===== src/rtl/if_pipe_stage.sv =====
// -----------------------------------------------------------------------------
// if_pipe_stage: instruction-fetch stage of a 5-stage in-order pipeline.
// Holds the PC, drives the instruction memory address, and registers the
// fetched word plus its pc+4 into the IF/ID pipeline register.
//
// Next-PC priority: branch_taken > jump > sequential (pc_write_en) > hold.
// A redirect always loads the PC and flushes IF/ID to a bubble, even while
// the hazard unit is stalling.
//
// Optional feature: define IF_PERF_CNT_EN to build the stall/redirect
// performance counters; otherwise stall_cnt/redirect_cnt read as zero.
// -----------------------------------------------------------------------------
module if_pipe_stage #(
    parameter logic [31:0] RESET_PC  = 32'h0000_0000,
    parameter logic [31:0] NOP_INSTR = 32'h0000_0000
) (
    input  logic        clk,
    input  logic        reset,           // synchronous, active low
    input  logic        pc_write_en,
    input  logic        if_id_write_en,
    input  logic        branch_taken,
    input  logic [31:0] branch_target,
    input  logic        jump,
    input  logic [31:0] jump_target,
    output logic [31:0] imem_addr,
    input  logic [31:0] imem_rdata,
    output logic [31:0] pc,
    output logic [31:0] pc_plus4,
    output logic [31:0] if_id_instr,
    output logic [31:0] if_id_pc_plus4,
    output logic        if_id_valid,
    output logic [31:0] stall_cnt,
    output logic [31:0] redirect_cnt
);

    logic [31:0] r_pc;
    logic [31:0] r_if_id_instr;
    logic [31:0] r_if_id_pc_plus4;
    logic        r_if_id_valid;

    logic        w_redirect;
    logic [31:0] w_target;
    logic [31:0] w_pc_plus4;
    logic [31:0] w_pc_next;

    assign w_redirect = branch_taken | jump;
    assign w_pc_plus4 = r_pc + 32'd4;     // wraps modulo 2^32 by width

    // Select the redirect target (branch beats jump) and force word alignment.
    always_comb begin
        w_target = jump_target;
        if (branch_taken) begin
            w_target = branch_target;
        end
        w_target[1:0] = 2'b00;
    end

    // Next-PC mux: redirect overrides the stall, otherwise advance or hold.
    always_comb begin
        w_pc_next = r_pc;
        if (w_redirect) begin
            w_pc_next = w_target;
        end else if (pc_write_en) begin
            w_pc_next = w_pc_plus4;
        end
    end

    // PC register; reset dominates everything.
    always_ff @(posedge clk) begin
        if (!reset) begin
            r_pc <= RESET_PC;
        end else begin
            r_pc <= w_pc_next;
        end
    end

    // IF/ID register: flush on redirect beats the stall, else load or hold.
    always_ff @(posedge clk) begin
        if (!reset) begin
            r_if_id_instr    <= NOP_INSTR;
            r_if_id_pc_plus4 <= 32'h0000_0000;
            r_if_id_valid    <= 1'b0;
        end else if (w_redirect) begin
            r_if_id_instr    <= NOP_INSTR;
            r_if_id_pc_plus4 <= w_pc_plus4;
            r_if_id_valid    <= 1'b0;
        end else if (if_id_write_en) begin
            r_if_id_instr    <= imem_rdata;
            r_if_id_pc_plus4 <= w_pc_plus4;
            r_if_id_valid    <= 1'b1;
        end
    end

`ifdef IF_PERF_CNT_EN
    logic [31:0] r_stall_cnt;
    logic [31:0] r_redirect_cnt;

    // Performance counters: stalled cycles without redirect, and redirects.
    always_ff @(posedge clk) begin
        if (!reset) begin
            r_stall_cnt    <= 32'h0000_0000;
            r_redirect_cnt <= 32'h0000_0000;
        end else begin
            if (w_redirect) begin
                r_redirect_cnt <= r_redirect_cnt + 32'd1;
            end else if (!pc_write_en) begin
                r_stall_cnt <= r_stall_cnt + 32'd1;
            end
        end
    end

    assign stall_cnt    = r_stall_cnt;
    assign redirect_cnt = r_redirect_cnt;
`else
    assign stall_cnt    = 32'h0000_0000;
    assign redirect_cnt = 32'h0000_0000;
`endif

    assign pc             = r_pc;
    assign imem_addr      = r_pc;
    assign pc_plus4       = w_pc_plus4;
    assign if_id_instr    = r_if_id_instr;
    assign if_id_pc_plus4 = r_if_id_pc_plus4;
    assign if_id_valid    = r_if_id_valid;

endmodule


===== config.mk =====
export PLATFORM = sky130hd
export DESIGN_NAME = if_pipe_stage
export DESIGN_NICKNAME = d
export VERILOG_FILES = /design/src/rtl/if_pipe_stage.sv
export SDC_FILE = /design/constraint.sdc
export NUM_CORES = 1
export LEC_CHECK = 0
export BUFFER_PORTS_ARGS = -buffer_cell sky130_fd_sc_hd__buf_2
export CAP_MARGIN = 20
export CORE_AREA = 2 2 128 130
export CTS_CLUSTER_DIAMETER = 150
export DETAILED_ROUTE_END_ITERATION = 16
export DIE_AREA = 0 0 130 132
export GPL_ROUTABILITY_DRIVEN = 0
export PLACE_DENSITY = 0.68
export SETUP_SLACK_MARGIN = 0.02
export SYNTH_ARGS = -nofsm -noshare
export SYNTH_HDL_FRONTEND = slang
export SYNTH_SLANG_ARGS = --single-unit
export TNS_END_PERCENT = 30

===== constraint.sdc =====
create_clock -name clk -period 4.88 [get_ports clk]
set_input_delay 1.464 -clock clk [delete_from_list [all_inputs] [get_ports clk]]
set_output_delay 1.464 -clock clk [all_outputs]
set_load 0.01 [all_outputs]

==> metrics.csv <==
metric;value;unit
Sinks on Clock Net;93;
Nets;993;
Initial DRC Count;279;
clk slew on worst S/H paths;0.07;ns
f_max;226;MHz
Post-synth EDFFs;0;
row count;46;
Worst EP arrival;2.96;ns
multi-input logic area;2980;um2
syn avg cell area;8.04;um2
via count;5408;
Worst Reg2Reg Path Length in Cells;7;
Routed Wire Length;18800;um
Vias per Instance;4.87;
antenna cells;0;
Inserted Clock Buffers;9;
Final min period;4.42;ns
CTS H-tree lvls;3;
setup TNS;0;ns
Reg area;1860;um2
Synth cell types;54;
PostCTS Resize Cnt;0;
Final Hold Viols;0;
Critical Path Slowest Stage Cell;or4_1;
setup bufs post-CTS;0;
CP Cell Sequence;ha_1 -> nand4_1 -> buf_4 -> or4_1 -> nor3_1 -> xor2_1 -> buf_2;
fillers;1621;
Crit Reg-Reg Endpoint;if_id_pc_plus4[20];
largest net degree at the start of global routing;44;
initial core utilization;35.4;%
leakage;3.45;nW
Post-Synthesis Cells;691;
clock latency on the worst-skew pair;0.35;ns
synthesized flop and latch total;93;
gr ovfl total;0;
final core occ;43.4;%
worst vdd ir;0.000146;V
DP HPWL;14000;um
Die Y;132;um
CP bufs+invs;2;
initial antenna violation count;0;
crit path launch;imem_addr[2];
# setup viols final;0;
CTS tree;yes;
critical-path maximum fanout;9;
unrepaired setup endpoints after global routing;false;
status;completed;
critical path's top delay family;simple AND/OR/NAND/NOR gates;
commonest non-fill, non-tap cell in the layout;buf_2;
Max Cap Violations;0;
final number of max-transition violations;0;
element type at the critical path end;output pin;
sequential element share of the synthesized area;33.5;%
slew margin rel.;34.0;%
worst setup path class;register to output pin;
Slew @ Worst Pin;0.988;ns
YS warnings;0;
CP Capture Point;pc_plus4[30];
DR pass1 iterations;6;
drt wl/cell;17.0;um
Min-Delay Path Class;register to register;
Die W;130;um
commonest non-fill, non-tap cells in the layout;buf_2 (250), dfxtp_1 (93), nor2_1 (73);
number of global-route vias before repair;4915;
number of hold buffers added after CTS;0;
gr usage total;21.2;%
final period utilization;90.7;%
Longest Clk Path Bufs;2;
synthesized cell area;5560;um2
first-pass GRT wire length;27900;um
Req. time, crit path;3.42;ns
Setup Skew;0.0113;ns
setup slack, reg-to-reg;2.19;ns
Core Area;15700;um2
Crit. path cell count;7;
Synth async-reset ratio;0;%
share of cells above drive strength 1;33.4;%
clock root cell;clkbuf_16;
Layout Area Growth over Synthesis;22.8;%
Startpoint Class;register;
post-route ant nets;0;
Pwr Density;295;nW/um2
predominant post-synthesis flop cell;dfxtp_1;
Die Area;17200;um2
# DRC;0;
slowest cell delay on critical path;0.59;ns
number of placed I/O pins;327;
r2r startpoint;imem_addr[2];
Port Buffers;250;
Yosys cell counts, drive strengths merged, types with 5 or more instances:
library cell | n | share of area [%]
mux2i | 37 | 6.7
nand4 | 11 | 1.2
o31a | 5 | 0.79
nor4 | 10 | 1.4
nor3 | 26 | 2.4
o21a | 6 | 0.81
xnor2 | 17 | 2.8
dfxtp | 93 | 34
xor2 | 11 | 1.7
nor2b | 7 | 0.79
or2 | 10 | 1.1
inv | 14 | 0.95
o21ai | 63 | 5.7
and2 | 5 | 0.56
o211a | 5 | 0.90
and4 | 8 | 1.3
o21ba | 12 | 2.2
nand3 | 15 | 1.6
a21oi | 43 | 3.9
clkbuf | 37 | 2.5
nor2 | 74 | 5.0
nand2 | 33 | 2.2
a22oi | 5 | 0.68
buf | 108 | 14
worst min path at each step:
stage,start,end,cells after the start
floorplan,if_id_pc_plus4[3],if_id_pc_plus4[3],2
global placement,if_id_pc_plus4[3],if_id_pc_plus4[3],2
detailed placement,if_id_pc_plus4[3],if_id_pc_plus4[3],2
CTS,if_id_pc_plus4[3],if_id_pc_plus4[3],2
global route,if_id_pc_plus4[3],if_id_pc_plus4[3],2
finish,if_id_pc_plus4[3],if_id_pc_plus4[3],2
tightest hold or removal path: stages (launching register included):
cell	delay, ns
dfxtp_1	0.32
nand2_1	0.06
a21oi_1	0.05
stage by stage:
step	total power, mW	cell area, um2	hold WS [ns]	instances	setup slack [ns]
after detailed placement	1.26	6500	0.454	1095	0.829
after global placement	1.25	6500	0.438	1095	0.894
after global routing	2.11	6820	0.490	1111	0.332
after CTS	2.03	6820	0.466	1111	0.440
final	2.01	6820	0.472	1111	0.456
after floorplan	1.15	5820	0.476	762	1.31
sequential cells by signal, indices dropped and copies added, names as in the netlist:
name	flops
if_id_instr	32
if_id_pc_plus4	30
if_id_valid	1
imem_addr	30
cell type report:
class,instances,area share (%)
Clock inverter,7,1.39
Inverter,14,0.770
Clock buffer,9,3.30
Multi-Input combinational cell,510,43.6
Sequential cell,93,27.3
Timing Repair Buffer,262,19.7
Tap cell,216,3.96
kinds of logic after synthesis:
kind of cell | count (synthesis) | share of synthesized area, %
adder cells (fa/ha/maj) | 1 | 0.225
multiplexers | 37 | 6.67
AND/OR/NAND/NOR | 213 | 19.4
other | 1 | 0.0675
AO/OA/AOI/OAI | 159 | 17.8
buffers and inverters | 159 | 17.7
flip-flops | 93 | 33.5
XOR/XNOR | 28 | 4.55
power by group:
part / switching [mW] / internal [mW] / total [mW] / leakage [nW]
registers: 0.0531 / 0.800 / 0.853 / 0.762
clock network: 0.323 / 0.451 / 0.774 / 0.156
logic: 0.227 / 0.160 / 0.387 / 2.53
per-layer routing:
metal / GRT usage, % / wire, um
met5: 0 / 0
met4: 5.91 / 264
met3: 4.87 / 1400
met2: 35.9 / 9090
met1: 26.9 / 8090
(Power assumes the default switching activity.)
